--- config.mk ---
export PLATFORM = sky130hd
export DESIGN_NAME = vga_cursor_overlay
export DESIGN_NICKNAME = d
export VERILOG_FILES = /design/src/rtl/vga_pkg.sv /design/src/rtl/vga_pos_tracker.sv /design/src/rtl/vga_cursor_overlay.sv
export SDC_FILE = /design/constraint.sdc
export NUM_CORES = 1
export LEC_CHECK = 0
export ABC_CLOCK_PERIOD_IN_PS = 11500
export BUFFER_PORTS_ARGS = -buffer_cell sky130_fd_sc_hd__buf_2
export CAP_MARGIN = 20
export CELL_PAD_IN_SITES_DETAIL_PLACEMENT = 0
export CELL_PAD_IN_SITES_GLOBAL_PLACEMENT = 1
export CORE_ASPECT_RATIO = 1.2
export CORE_MARGIN = 3
export CORE_UTILIZATION = 40
export CTS_BUF_LIST = sky130_fd_sc_hd__clkbuf_16
export DETAILED_ROUTE_END_ITERATION = 8
export GPL_TIMING_DRIVEN = 0
export PLACE_DENSITY = 0.82
export SLEW_MARGIN = 10
export SYNTH_ARGS = -nofsm -noshare
export SYNTH_HDL_FRONTEND = slang
export SYNTH_SLANG_ARGS = --single-unit
--- constraint.sdc ---
create_clock -name vga_CLK -period 11.5 [get_ports vga_CLK]
set_input_delay 2.3 -clock vga_CLK [delete_from_list [all_inputs] [get_ports vga_CLK]]
set_output_delay 2.3 -clock vga_CLK [all_outputs]
set_load 0.02 [all_outputs]
--- src/rtl/vga_pkg.sv ---
// Shared types and constants for the VGA pixel-stream stages.
package vga_pkg;

    localparam int VGA_HDISP = 640;
    localparam int VGA_VDISP = 480;

    typedef struct packed {
        logic [7:0] r;
        logic [7:0] g;
        logic [7:0] b;
    } rgb888_t;

    typedef struct packed {
        rgb888_t rgb;
        logic    blank;
        logic    hs;
        logic    vs;
    } vga_px_t;

    // Bitwise colour inversion used by the XOR cursor mode.
    function automatic rgb888_t rgb_invert(input rgb888_t c);
        return rgb888_t'(~c);
    endfunction

    // True when pos lies in [start, start+len); 12-bit math keeps start+len from wrapping.
    function automatic logic in_span(input logic [11:0] pos, input logic [11:0] start,
                                     input logic [11:0] len);
        return (pos >= start) && (pos < (start + len));
    endfunction

    // True when pos is the first or last coordinate of [start, start+len).
    function automatic logic on_border(input logic [11:0] pos, input logic [11:0] start,
                                       input logic [11:0] len);
        return (pos == start) || (pos == (start + len - 12'd1));
    endfunction

endpackage

--- src/rtl/vga_pos_tracker.sv ---
// Rebuilds the pixel coordinates from blank/vsync edges and flags frame boundaries.
module vga_pos_tracker
    import vga_pkg::*;
#(
    parameter int VDISP = VGA_VDISP
) (
    input  logic        vga_CLK,
    input  logic        rst,
    input  logic        blank_i,
    input  logic        vs_i,
    output logic [10:0] x_o,
    output logic [9:0]  y_o,
    output logic        vs_fall_o,
    output logic        synced_o,
    output logic        frame_start_o
);

    localparam logic [9:0] Y_LAST = 10'(VDISP - 1);

    logic        blank_prev_q;
    logic        vs_prev_q;
    logic [10:0] x_q, x_d;
    logic [9:0]  y_q, y_d;
    logic        synced_q, synced_d;
    logic        frame_start_q;
    logic        blank_fall;
    logic        vs_fall;

    assign blank_fall = blank_prev_q & ~blank_i;
    assign vs_fall    = vs_prev_q & ~vs_i;

    // Coordinate and sync-flag next state; vs_fall overrides the line increment.
    always_comb begin
        x_d      = x_q;
        y_d      = y_q;
        synced_d = synced_q;
        if (blank_fall) begin
            x_d = 11'd0;
        end else if (blank_i) begin
            x_d = x_q + 11'd1;
        end else begin
            x_d = x_q;
        end
        if (vs_fall) begin
            y_d = 10'd0;
        end else if (blank_fall && (y_q != Y_LAST)) begin
            y_d = y_q + 10'd1;
        end else begin
            y_d = y_q;
        end
        if (vs_fall) begin
            synced_d = 1'b1;
        end else begin
            synced_d = synced_q;
        end
    end

    // State registers; previous vsync resets high so an idle bus gives no false edge.
    always_ff @(posedge vga_CLK or posedge rst) begin
        if (rst) begin
            blank_prev_q  <= 1'b0;
            vs_prev_q     <= 1'b1;
            x_q           <= 11'd0;
            y_q           <= 10'd0;
            synced_q      <= 1'b0;
            frame_start_q <= 1'b0;
        end else begin
            blank_prev_q  <= blank_i;
            vs_prev_q     <= vs_i;
            x_q           <= x_d;
            y_q           <= y_d;
            synced_q      <= synced_d;
            frame_start_q <= vs_fall;
        end
    end

    assign x_o           = x_q;
    assign y_o           = y_q;
    assign vs_fall_o     = vs_fall;
    assign synced_o      = synced_q;
    assign frame_start_o = frame_start_q;

endmodule

--- src/rtl/vga_cursor_overlay.sv ---
// Two-stage pixel pipeline that overlays a frame-synchronous, optionally blinking cursor box.
module vga_cursor_overlay
    import vga_pkg::*;
#(
    parameter int HDISP        = VGA_HDISP,
    parameter int VDISP        = VGA_VDISP,
    parameter int CUR_SIZE     = 16,
    parameter int FILLED       = 1,
    parameter int BLINK_FRAMES = 30
) (
    input  logic        vga_CLK,
    input  logic        rst,
    input  logic [7:0]  in_r,
    input  logic [7:0]  in_g,
    input  logic [7:0]  in_b,
    input  logic        in_blank,
    input  logic        in_hs,
    input  logic        in_vs,
    input  logic [10:0] cur_x,
    input  logic [10:0] cur_y,
    input  logic        cur_en,
    input  logic        cur_xor,
    input  logic [23:0] cur_color,
    output logic [7:0]  out_r,
    output logic [7:0]  out_g,
    output logic [7:0]  out_b,
    output logic        out_blank,
    output logic        out_hs,
    output logic        out_vs,
    output logic        frame_start
);

    localparam logic [11:0] SIZE12     = 12'(CUR_SIZE);
    localparam logic [11:0] HLIM12     = 12'(HDISP);
    localparam logic [11:0] VLIM12     = 12'(VDISP);
    localparam logic [15:0] BLINK_LAST = 16'(BLINK_FRAMES - 1);
    localparam vga_px_t     PX_IDLE    = {24'h000000, 1'b0, 1'b1, 1'b1};

    logic [10:0] x_s;
    logic [9:0]  y_s;
    logic        vs_fall_s;
    logic        synced_s;

    logic [10:0] sx_q, sx_d, sy_q, sy_d;
    logic        en_q, en_d, xor_q, xor_d;
    rgb888_t     color_q, color_d;
    logic [15:0] blink_cnt_q, blink_cnt_d;
    logic        visible_q, visible_d;

    vga_px_t     px1_q, px1_d, px2_q, px2_d;
    logic        hit1_q, hit1_d;
    logic [11:0] x12, y12, sx12, sy12;
    logic        shape_ok;

    vga_pos_tracker #(
        .VDISP(VDISP)
    ) u_pos (
        .vga_CLK      (vga_CLK),
        .rst          (rst),
        .blank_i      (in_blank),
        .vs_i         (in_vs),
        .x_o          (x_s),
        .y_o          (y_s),
        .vs_fall_o    (vs_fall_s),
        .synced_o     (synced_s),
        .frame_start_o(frame_start)
    );

    // Shadow cursor settings and blink phase change only at the frame boundary.
    always_comb begin
        sx_d        = sx_q;
        sy_d        = sy_q;
        en_d        = en_q;
        xor_d       = xor_q;
        color_d     = color_q;
        blink_cnt_d = blink_cnt_q;
        visible_d   = visible_q;
        if (vs_fall_s) begin
            sx_d    = cur_x;
            sy_d    = cur_y;
            en_d    = cur_en;
            xor_d   = cur_xor;
            color_d = rgb888_t'(cur_color);
            if (BLINK_FRAMES == 0) begin
                blink_cnt_d = 16'd0;
                visible_d   = 1'b1;
            end else if (blink_cnt_q == BLINK_LAST) begin
                blink_cnt_d = 16'd0;
                visible_d   = ~visible_q;
            end else begin
                blink_cnt_d = blink_cnt_q + 16'd1;
                visible_d   = visible_q;
            end
        end else begin
            blink_cnt_d = blink_cnt_q;
            visible_d   = visible_q;
        end
    end

    // Stage 1: capture the pixel and decide whether it falls inside the cursor box.
    always_comb begin
        x12  = {1'b0, x_s};
        y12  = {2'b00, y_s};
        sx12 = {1'b0, sx_q};
        sy12 = {1'b0, sy_q};
        if (FILLED != 0) begin
            shape_ok = 1'b1;
        end else begin
            shape_ok = on_border(x12, sx12, SIZE12) || on_border(y12, sy12, SIZE12);
        end
        hit1_d = synced_s & en_q & visible_q & in_blank
               & in_span(x12, sx12, SIZE12) & (x12 < HLIM12)
               & in_span(y12, sy12, SIZE12) & (y12 < VLIM12)
               & shape_ok;
        px1_d.rgb.r = in_r;
        px1_d.rgb.g = in_g;
        px1_d.rgb.b = in_b;
        px1_d.blank = in_blank;
        px1_d.hs    = in_hs;
        px1_d.vs    = in_vs;
    end

    // Stage 2: replace or invert the colour of hit pixels; timing bits pass straight through.
    always_comb begin
        px2_d = px1_q;
        if (hit1_q) begin
            if (xor_q) begin
                px2_d.rgb = rgb_invert(px1_q.rgb);
            end else begin
                px2_d.rgb = color_q;
            end
        end else begin
            px2_d.rgb = px1_q.rgb;
        end
    end

    // Pipeline, shadow and blink registers.
    always_ff @(posedge vga_CLK or posedge rst) begin
        if (rst) begin
            sx_q        <= 11'd0;
            sy_q        <= 11'd0;
            en_q        <= 1'b0;
            xor_q       <= 1'b0;
            color_q     <= 24'h000000;
            blink_cnt_q <= 16'd0;
            visible_q   <= 1'b1;
            px1_q       <= PX_IDLE;
            hit1_q      <= 1'b0;
            px2_q       <= PX_IDLE;
        end else begin
            sx_q        <= sx_d;
            sy_q        <= sy_d;
            en_q        <= en_d;
            xor_q       <= xor_d;
            color_q     <= color_d;
            blink_cnt_q <= blink_cnt_d;
            visible_q   <= visible_d;
            px1_q       <= px1_d;
            hit1_q      <= hit1_d;
            px2_q       <= px2_d;
        end
    end

    assign out_r     = px2_q.rgb.r;
    assign out_g     = px2_q.rgb.g;
    assign out_b     = px2_q.rgb.b;
    assign out_blank = px2_q.blank;
    assign out_hs    = px2_q.hs;
    assign out_vs    = px2_q.vs;

endmodule

# == Word-level counts from Yosys, hierarchy flattened ==
# Cells that the tools add are included.
# word_totals
register_bits,143
inputBits,77
out_inout_bits,28
elab_cells,65
# classes
addsub,5
magnitude_cmp,6
eq_ne,2
muxes,7
n_bitwise,13
reduce_logical,6
# op_table
op,n
$mux W24,2
$add A11 B5 Y12 const B,2
$not A24 Y24,1
$mux W11,2
$mux W10,2
$add A16 B1 Y16 const B,1
$eq A16 B5 Y1 const B,1
$mux W16,1
$lt A10 B12 Y1,1
$lt A11 B12 Y1,1
$add A11 B1 Y11 const B,1
$ge A10 B11 Y1,1
$ge A11 B11 Y1,1
$lt A11 B10 Y1 const B,1
$add A10 B1 Y10 const B,1
$lt A10 B9 Y1 const B,1
$ne A10 B9 Y1 const B,1
$and A1 B1 Y1,9
$reduce_bool A2 Y1,2
$logic_and A1 B1 Y1,3
$not A1 Y1,3
$reduce_and A2 Y1,1

# == Depth between registers and ports, before layout ==
# Gate-level depths: netlist of the first run.
# logic_depth
word_depth,7
mapped_depth,9
mapped_depth_nobuf,9

# == Modules after synthesis ==
# Synthesis of the first run repeated with hierarchy kept, for this count alone.
# unflattened
hier_cells,607
area_unflattened_um2,6711.4
# modules_own_cells
module,instances,cells_each,area_per_inst_um2,seq_area_each_um2
vga_cursor_overlay,1,490,5510.3,3009.1
vga_pos_tracker,1,117,1201.2,626.9

# == Worst setup path before layout of the first run ==
# No wires, ideal clock.
# synth_timing
path_type,input to register
startpoint,input port in_blank
endpoint,register u_pos.y_q[3] (netlist: u_pos.y_o[3])
setup_ps,121
t_arrival_ps,3219
required_time_ps,11379
setup_slack_ps,8160
path_stages,7
path_buffers,2
path_cell_list,buf_6 > nand2b_4 > buf_6 > a41oi_4 > nand4_1 > xor2_1 > nor2_1
# synth_between
elab_chain_cells,4
# synth_lines
element,line_no,text
"start, declared",vga_cursor_overlay.sv:16,"input logic in_blank,"
$not A1 Y1,vga_pos_tracker.sv:29,assign blank_fall = blank_prev_q & ~blank_i;
$and A1 B1 Y1,vga_pos_tracker.sv:29,
$logic_and A1 B1 Y1,vga_pos_tracker.sv:46,end else if (blank_fall && (y_q != Y_LAST)) begin
$reduce_bool A2 Y1 (no line),--,
"end signal, assigned",vga_pos_tracker.sv:71,y_q <= y_d;
"end, declared",vga_pos_tracker.sv:23,"logic [9:0] y_q, y_d;"
# No other way between the ends.
# A chain may end at the register's enable or synchronous reset.

# == Worst setup path in the final report of the first run ==
# layout_timing
startpoint,"register px2_q, in the netlist out_vs"
endpoint,output port out_vs
# layout_lines
element,line_no,text
"start, declared",vga_cursor_overlay.sv:50,"vga_px_t px1_q, px1_d, px2_q, px2_d;"
"start signal, assigned",vga_cursor_overlay.sv:160,px2_q <= px2_d;
"end, declared",vga_cursor_overlay.sv:29,"output logic out_vs,"
# No word-level cell between the ends.

==> qor.yml, run 1 <==
timing:
  min_period_over_period: 0.2939
  fmax_mhz: 295.9
  setup_viol: 0
  finalMaxSlewViolations: 0
  period_needed_ns: 3.380
  final-hold-violation-count: 0
  tightest_slew_ns: 0.7240
  setup_tns_ns: 0
  finalClockSkew_ns: 0.007799
  max_slew_margin: 0.5173
  rsz0062_at_grt: "no"
routing:
  drt-vias-per-instance: 5.008
  drt_first_pass_iters: 4
  drcViolationCount: 0
  routed_wl_mm: 13.80
  wl_per_cell_um: 14.84
  drt-initial-drc-count: 155
  ant_nets: 0
  vias: 4657
layout:
  fin_nets: 826
  multi_input_area_um2: 2783
  drive_gt1_frac: 0.2812
  antennaDiodeCount: 0
  finish.utilization: 0.5028
  regArea_um2: 3585
  syn_to_final_growth_pct: 20.77
  fillers: 1441
setup_path:
  required_ns: 9.20
  arrival_ns: 1.08
  reg2reg_depth: 8
  crit_path_end_kind: "output port"
  path_buf_inv: 1
  reg2reg_from: "sy_q[4]"
  critPathTopFamily: "flip-flops"
  crit_fanout: 1
  reg2reg_slack_ns: 9.15
  slowest_stage: "dfstp_2"
  reg2reg_to: "hit1_q"
  critical_path_class: "reg -> out"
  cp_slowest_stage_delay_ns: 0.51
  crit_chain: "buf_2"
  cp-start-kind: "flip-flop"
clocking:
  clk_pin_slew_ns: 0.06
  numCtsBuffers: 17
  clock_sinks: 143
  clock_latency_ns: 0.42
  cts.path.max_buffers: 2
  h-tree-depth: 4
  ctsResizeCount: 0
  cts_tree: "yes"
  cts_setup_buffers: 0
  postCtsHoldBufs: 0
  root_buffer: "clkbuf_16"
floorplanning:
  core_um2: 15890
  ios: 105
  rows: 50
  die_x_um: 123.4
  die_h_um: 146.9
  die-area_um2: 18120
  initial_core_util: 0.4163
yosys:
  synth_top_area_frac: 0.5220
  synth_top_family_by_area: "simple AND/OR/NAND/NOR gates"
  synth-simple-area-share: 0.1150
  synth_compound_area_frac: 0.08511
  postSynth.asyncResetShare: 1.000
  synthTopCellsByArea: "dfrtp_1, ha_1, mux2_2"
  yosysTopAreaCell: "dfrtp_1"
  synth.distinct_cells: 47
  synthTopCellsByCount: "dfrtp_1, nor2_1, nand2_1"
  synth-seq-cells: 143
  synth-warning-count: 0
  synth_edf_count: 0
  synthMuxAreaShare: 0.09854
  synth_area_um2: 6615
  yosysSeqAreaShare: 0.5419
  yosys.cell_count.top_type: "dfrtp_1"
  synth_nets: 702
  synth_fa_ha_area_frac: 0.07566
  synthFlopType: "dfrtp_1"
  synth_xor_area_frac: 0.04634
  syn_avg_cell_area_um2: 11.31
  syn_inst: 585
min_path:
  whs_endpoint: "out_hs"
  holdPathStages: 0
  min_path_type: "reg -> reg"
  hp-start: "px1_q[1]"
power:
  p_leak_nw: 3.814
  irDropWorstVdd_mv: 0.1009
  powerDensity_nw_per_um2: 162.5
global_routing:
  grt-ovfl-total: 0
  grt_max_degree: 83
  grt_util_all_layers: 0.1624
  antenna_found_initial: 1
  first_global_vias: 4766
  grt_pass1_wl_mm: 23.17
placed_design:
  gp_congestion: 0.8585
  port_buffers: 104
  dp.final_hpwl_mm: 10.20
run:
  cap_violations: 0
outcome:
  status: "finished, final reports clean"
layout make-up:
type / count / area share
timing repair buffer: 105 / 0.06860
clock inverter: 15 / 0.01691
multi-input combinational: 383 / 0.3483
sequential: 143 / 0.4487
clock buffer: 17 / 0.05325
buffer: 19 / 0.01222
inverter: 40 / 0.01942
tap: 208 / 0.03258
state kept, by name, indices dropped and copies added (netlist names), 10 cells and up:
register / flops
sx_q: 11
u_pos.y_o: 10
sy_q: 11
color_q: 24
px1_q: 25
u_pos.x_o: 11
blink_cnt_q: 16
power breakdown:
part,switching [mW],internal (mW)
Combinational,0.0975,0.0855
Sequential,0.0414,0.553
Clock,0.221,0.299
Total,0.360,0.938
cells in the final DEF, fill, tap and decap left out, types with 5 or more instances in the layout:
cell type,count
o21ai_0,28
xnor2_1,23
dfrtp_1,138
clkbuf_16,17
inv_6,6
inv_1,40
mux2_2,41
nor2_1,50
a21o_1,5
dfstp_2,5
xor2_1,12
mux2i_1,19
a21oi_1,35
nand2_1,49
buf_2,113
nand4_1,7
and3_1,5
ha_1,40
nand3_1,21
clkbuf_1,6
kinds of logic (layout without fill, tap and decap cells):
kind of cell               count (synthesis)  after routing
buffers and inverters                     59            196
DFF                                      143            143
xor gates and xnor gates                  35             35
AOI/OAI and AO/OA                         90             90
muxes                                     60             60
and+or+nand+nor                          158            158
adders and majority gates                 40             40
how the worst max path moves through the flow:
stage                     startpoint              to  cells after the start
after global routing          out_vs          out_vs                      1
after floorplan                  rst  blink_cnt_q[0]                      1
final                         out_vs          out_vs                      1
after global placement           rst        out_g[7]                      2
after CTS                     out_vs          out_vs                      1
after detailed placement       in_vs         sy_q[0]                      5
metrics by stage:
| step | cells | hold slack, ns | power [mW] | area, µm² | worst slack (ns) |
|---|---|---|---|---|---|
| global route | 930 | 0.3510 | 1.371 | 7989 | 8.087 |
| finish | 930 | 0.3498 | 1.298 | 7989 | 8.120 |
| global placement | 897 | 0.3456 | 0.7786 | 7396 | 3.987 |
| floorplan | 585 | 0.3452 | 0.7285 | 6615 | 5.370 |
| detailed placement | 898 | 0.3470 | 0.7895 | 7428 | 7.761 |
| CTS | 930 | 0.3515 | 1.315 | 7989 | 8.093 |
layer usage:
metal / up-vias / wire (µm) / global-route usage
met5: - / 13 / 0
met4: 2 / 261 / 0.06150
met3: 20 / 808 / 0.05429
met2: 102 / 6870 / 0.2634
met1: 2260 / 5842 / 0.1996
li1: 2273 / - / -
Note: power is estimated with default switching activity, not from simulation.
==> run 2, diff against run 1 <==
- ABC_CLOCK_PERIOD_IN_PS: 11500 -> 3200
- clock period: 11.5 -> 3.2 ns (I/O delays scaled with it)
==> run 2 against run 1 <==
  * Clock skew shrank 0.00062 ns
  * Wire length grew 2.1%
  * Highest routed layer unchanged
  * Combinational power grew to 3.6 times the previous value
  * Register-to-register slack lost 8.4 ns
  * Critical path depth grew 7
  * Sequential cell count is the same
  * Largest power group unchanged
  * Clock power grew to 3.7 times the previous value
  * Worst hold slack lost 0.041 ns
  * Global-route usage grew 0.35 points
==> qor.yml, run 2 (synthesis results as in run 1) <==
floorplanning:
  die-area_um2: 18120  # unchanged
  die_h_um: 146.9  # unchanged
  ios: 105  # unchanged
  initial_core_util: 0.4163  # unchanged
  rows: 50  # unchanged
  core_um2: 15890  # unchanged
  die_x_um: 123.4  # unchanged
timing:
  tightest_slew_ns: 0.6706  # was 0.7240 ns
  fmax_mhz: 413.6
  fin_hold_ws_ns: 0.3092  # was 0.3498 ns
  worst_slack_ns: 0.7821  # was 8.120 ns
  finalMaxSlewViolations: 0  # unchanged
  setup_tns_ns: 0  # unchanged
  max_slew_margin: 0.5520  # was 0.5173
  setup_viol: 0  # unchanged
  min_period_over_period: 0.7556
  finalClockSkew_ns: 0.007180  # was 0.007799 ns
  final-hold-violation-count: 0  # unchanged
  rsz0062_at_grt: "no"  # unchanged
  period_needed_ns: 2.418
routing:
  drt_first_pass_iters: 4  # unchanged
  wl_per_cell_um: 15.12  # was 14.84 µm
  vias: 4634  # was 4657
  routed_wl_mm: 14.09  # was 13.80 mm
  ant_nets: 0  # unchanged
  drt-initial-drc-count: 203  # was 155
  drcViolationCount: 0  # unchanged
  drt-vias-per-instance: 4.972  # was 5.008
global_routing:
  grt_pass1_wl_mm: 23.65  # was 23.17 mm
  first_global_vias: 4887  # was 4766
  antenna_found_initial: 1  # unchanged
  grt_util_all_layers: 0.1659  # was 0.1624
  grt-ovfl-total: 0  # unchanged
  grt_max_degree: 42  # was 83
clocking:
  clock_sinks: 143  # unchanged
  clock_latency_ns: 0.42  # about the same
  root_buffer: "clkbuf_16"  # unchanged
  numCtsBuffers: 17  # unchanged
  ctsResizeCount: 0  # unchanged
  cts_setup_buffers: 0  # unchanged
  h-tree-depth: 4  # unchanged
  postCtsHoldBufs: 0  # unchanged
  cts_tree: "yes"  # unchanged
  cts.path.max_buffers: 2  # unchanged
  clk_pin_slew_ns: 0.06  # about the same
power:
  p_leak_nw: 3.830  # was 3.814 nW
  power_mw: 4.724  # was 1.298 mW
  irDropWorstVdd_mv: 0.3353  # was 0.1009 mV
  powerDensity_nw_per_um2: 588.2  # was 162.5 nW/µm²
layout:
  antennaDiodeCount: 0  # unchanged
  fin_nets: 828  # was 826
  fillers: 1440  # was 1441
  finish.utilization: 0.5054  # was 0.5028
  layout.cells.most_common: "dfrtp_1"  # unchanged
  fin_cells: 932  # was 930
  layout_common_cells: "dfrtp_1, buf_2, nor2_1"  # unchanged
  final_cell_area_um2: 8031  # was 7989 µm²
  drive_gt1_frac: 0.2831  # was 0.2812
  top_regs: "px1_q: 25 flops, color_q: 24 flops, blink_cnt_q: 16 flops"  # unchanged
  largest_reg_flops: 25  # unchanged
  top_register: "px1_q"  # unchanged
  syn_to_final_growth_pct: 21.41  # was 20.77%
setup_path:
  required_ns: 3.50  # was 9.20 ns
  crit_path_end_kind: "flip-flop"  # was output port
  crit_fanout: 5  # was 1
  arrival_ns: 2.72  # was 1.08 ns
  cp-start-kind: "flip-flop"  # unchanged
  reg2reg_depth: 8  # unchanged
  critical_path_class: "reg -> reg"  # was reg -> out
placed_design:
  dp.final_hpwl_mm: 10.50  # was 10.20 mm
  post-place-cells: 900  # was 898
  dp_slack_ns: 0.8265  # was 7.761 ns
  placed_area_um2: 7460  # was 7428 µm²
  gp_congestion: 0.8793  # was 0.8585
  port_buffers: 104  # unchanged
outcome:
  status: "finished, final reports clean"  # unchanged
run:
  cap_violations: 0  # unchanged
min_path:
  min_path_type: "in -> async"  # was reg -> reg
-- run 2: changes by cell type in the layout (fill, tap and decap cells not counted), sizes merged --
cell	delta
buf	+2
bufinv	+1
clkinv	-2
clkinvlp	+3
inv	-2
-- run 2: worst paths after layout --
check                           startpoint        to  slack [ns]
worst max-delay path               sy_q[4]    hit1_q        0.78
worst min-delay path                   rst   sy_q[6]        0.31
worst max register to register     sy_q[4]    hit1_q        0.78
worst min register to register    px1_q[1]    out_hs        0.35
max in group asynchronous              rst    out_vs        1.94
min in group vga_CLK               in_b[1]  px1_q[4]        0.32
-- run 2: report_power, final --
part	switching [mW]	total [mW]	internal, mW
clock network	0.775	1.92	1.14
logic	0.357	0.667	0.310
registers	0.151	2.14	1.99
-- run 2: routing by layer --
| metal | part of all wire | wire length, µm | vias up | GRT usage |
|---|---|---|---|---|
| li1 | - | - | 2275 | - |
| met1 | 0.42 | 5902 | 2235 | 0.2034 |
| met2 | 0.50 | 7037 | 99 | 0.2707 |
| met3 | 0.054 | 760 | 23 | 0.05237 |
| met4 | 0.027 | 375 | 2 | 0.06537 |
| met5 | 0.00092 | 13 | - | 0 |
-- run 2: worst max-delay path: stages, from the launching register on --
cell	delay (ns)
dfrtp_1	0.41
ha_1	0.23
nand3_1	0.11
xnor2_1	0.15
ha_1	0.29
nand3_1	0.09
a2111oi_0	0.51
o221ai_1	0.27
o2111a_1	0.23
-- run 2: layout make-up --
| class | instances | area (µm²) | area share |
|---|---|---|---|
| buffer | 19 | 97.59 | 0.01215 |
| clock buffer | 17 | 425.4 | 0.05297 |
| clock inverter | 15 | 146.4 | 0.01823 |
| inverter | 40 | 153.9 | 0.01916 |
| multi-input combinational | 383 | 2783 | 0.3465 |
| sequential | 143 | 3585 | 0.4463 |
| tap | 208 | 260.3 | 0.03240 |
| timing repair buffer | 107 | 580.6 | 0.07229 |
==> run 3, diff against run 2 <==
- ABC_CLOCK_PERIOD_IN_PS: 3200 -> 2100
- PLACE_DENSITY: 0.82 -> 0.85
- clock period: 3.2 -> 2.1 ns (I/O delays scaled with it)
==> run 3 against run 2 <==
  * Largest power group unchanged
  * Sequential cell count stayed put
  * Wire length is 0.65% higher
  * First-iteration DRC count is 15% lower
  * Design area up 1.1%
  * The flow now finishes with violations (negative setup slack)
==> qor.yml, run 3 (synthesis results as in run 1) <==
placed_design:
  dp_slack_ns: -0.3057  # was 0.8265 ns
  post-place-cells: 901  # was 900
  placed_area_um2: 7487  # was 7460 µm²
  gp_congestion: 0.8569  # was 0.8793
  dp.final_hpwl_mm: 10.70  # was 10.50 mm
  port_buffers: 104  # unchanged
clocking:
  clock_sinks: 143  # unchanged
  clock_latency_ns: 0.42  # about the same
  numCtsBuffers: 17  # unchanged
  root_buffer: "clkbuf_16"  # unchanged
  h-tree-depth: 4  # unchanged
  clk_pin_slew_ns: 0.06  # about the same
  cts.path.max_buffers: 2  # unchanged
  cts_tree: "yes"  # unchanged
routing:
  routed_wl_mm: 14.18  # was 14.09 mm
  drcViolationCount: 0  # unchanged
  drt-vias-per-instance: 4.973  # was 4.972
  ant_nets: 0  # unchanged
  wl_per_cell_um: 15.13  # was 15.12 µm
  drt_first_pass_iters: 4  # unchanged
  vias: 4660  # was 4634
  drt-initial-drc-count: 173  # was 203
setup_path:
  reg2reg_depth: 9  # was 8
  crit_path_end_kind: "flip-flop"  # unchanged
  critical_path_class: "reg -> reg"  # unchanged
  arrival_ns: 2.45  # was 2.72 ns
  reg2reg_from: "sx_q[4]"  # was sy_q[4]
  required_ns: 2.45  # was 3.50 ns
  reg2reg_slack_ns: -0.008  # was 0.78 ns
  critPathTopFamily: "compound AO/OA/AOI/OAI gates"  # unchanged
  crit_fanout: 3  # was 5
  reg2reg_to: "hit1_q"  # unchanged
  crit_chain: "ha_2 -> and3_4 -> nand3_1 -> xnor2_1 -> ha_1 -> a21oi_2 -> o2111ai_1 -> a31oi_1 -> o2111a_1"  # was ha_1 -> nand3_1 -> xnor2_1 -> ha_1 -> nand3_1 -> a2111oi_0 -> o221ai_1 -> o2111a_1
  slowest_stage: "dfrtp_1"  # was a2111oi_0
  path_buf_inv: 0  # unchanged
  cp-start-kind: "flip-flop"  # unchanged
  cp_slowest_stage_delay_ns: 0.39  # was 0.51 ns
timing:
  setup_viol: 1  # was 0
  final-hold-violation-count: 0  # unchanged
  finalClockSkew_ns: 0.01312  # was 0.007180 ns
  period_needed_ns: 2.108  # was 2.418 ns
  worst_slack_ns: -0.007611  # was 0.7821 ns
  min_period_over_period: 1.004  # was 0.7556
  setup_tns_ns: -0.007611  # was 0 ns
  fmax_mhz: 474.5  # was 413.6 MHz
  finalMaxSlewViolations: 0  # unchanged
  max_slew_margin: 0.6034  # was 0.5520
  tightest_slew_ns: 0.5949  # was 0.6706 ns
  rsz0062_at_grt: "yes"  # was no
power:
  irDropWorstVdd_mv: 0.5536  # was 0.3353 mV
  p_sw_frac: 0.2885  # was 0.2715
  p_leak_nw: 3.854  # was 3.830 nW
  pwr-share-seq: 0.456  # was 0.453
  power.share.clock: 0.395  # was 0.406
  p_comb_frac: 0.150  # was 0.141
  p_int_mw: 5.081  # was 3.441 mW
  p_switching_mw: 2.060  # was 1.283 mW
  powerDensity_nw_per_um2: 879.8  # was 588.2 nW/µm²
layout:
  final_cell_area_um2: 8117  # was 8031 µm²
  top_regs: "px1_q: 25 flops, color_q: 24 flops, blink_cnt_q: 16 flops"  # unchanged
  finish.utilization: 0.5108  # was 0.5054
  layout_common_cells: "dfrtp_1, buf_2, nor2_1"  # unchanged
  fillers: 1433  # was 1440
  fin_cells: 937  # was 932
  antennaDiodeCount: 0  # unchanged
  layout.cells.most_common: "dfrtp_1"  # unchanged
  multi_input_area_um2: 2826  # was 2783 µm²
  drive_gt1_frac: 0.3004  # was 0.2831
  top_register: "px1_q"  # unchanged
  fin_nets: 833  # was 828
  regArea_um2: 3585  # unchanged
  syn_to_final_growth_pct: 22.70  # was 21.41%
  largest_reg_flops: 25  # unchanged
global_routing:
  grt-ovfl-total: 0  # unchanged
  grt_util_all_layers: 0.1674  # was 0.1659
  grt_max_degree: 42  # unchanged
  grt_pass1_wl_mm: 24.05  # was 23.65 mm
  antenna_found_initial: 0  # was 1
  first_global_vias: 5039  # was 4887
floorplanning:
  initial_core_util: 0.4163  # unchanged
  core_um2: 15890  # unchanged
  die_h_um: 146.9  # unchanged
  rows: 50  # unchanged
  die-area_um2: 18120  # unchanged
  die_x_um: 123.4  # unchanged
  ios: 105  # unchanged
outcome:
  status: "finished with violations"  # was finished, final reports clean
  violations: "negative setup slack"
min_path:
  min_path_type: "in -> async"  # unchanged
run:
  cap_violations: 0  # unchanged
## run 3: worst register-to-register path, cell delays in order, from the launching register on
cell and delay [ns]:
dfrtp_1 0.39, ha_2 0.21, and3_4 0.19, nand3_1 0.09, xnor2_1 0.14, ha_1 0.30, a21oi_2 0.12, o2111ai_1 0.12
a31oi_1 0.21, o2111a_1 0.25
## run 3: metal layers
metal | wire (µm) | global-route usage | share of wire
met5 | 0 | 0 | 0
met4 | 287 | 0.05873 | 0.020
met3 | 714 | 0.05044 | 0.050
met2 | 7373 | 0.2873 | 0.52
met1 | 5806 | 0.1969 | 0.41
## run 3: power groups by stage
stage	clock network [mW]	registers (mW)	logic, mW
6_report	2.82	3.25	1.07
4_1_cts	2.88	3.25	1.08
3_5_place_dp	0	3.31	1.04
3_3_place_gp	0	3.29	0.972
2_1_floorplan	0	3.28	0.705
5_1_grt	3.01	3.29	1.22
## run 3: how the worst max path moves through the flow
stage	start	end	slack, ns	cells past startpoint
5_1_grt	sx_q[4]	hit1_q	-0.12	9
6_report	sx_q[4]	hit1_q	-0.008	9
2_1_floorplan	rst	blink_cnt_q[0]	-0.11	1
3_3_place_gp	rst	px1_q[13]	-0.94	2
3_5_place_dp	sy_q[4]	hit1_q	-0.31	8
4_1_cts	sx_q[4]	hit1_q	-0.0003	9
## run 3: repair_timing
action,in CTS,in global routing
hold endpoints to repair,0,0
hold buffers,0,0
endpoints found under the setup margin,1,1
gates resized for setup,8,3
cloned,0,0
buffers inserted,4,0
pin swaps,3,1
## run 3: area by class of cell
cell class | count | area share
plain buffers | 19 | 0.01202
clock buffers | 17 | 0.05241
clock inverters | 15 | 0.01603
inverters | 40 | 0.01896
multi-input cells | 383 | 0.3482
flip-flops and latches | 143 | 0.4417
well taps | 208 | 0.03206
repair buffers | 112 | 0.07862
## run 3: per-stage QoR
step	total power, mW	hold WS (ns)
2_1_floorplan	3.990	0.3452
3_3_place_gp	4.264	0.3484
3_5_place_dp	4.343	0.3507
4_1_cts	7.216	0.03577
5_1_grt	7.523	0.05026
6_report	7.141	0.03801
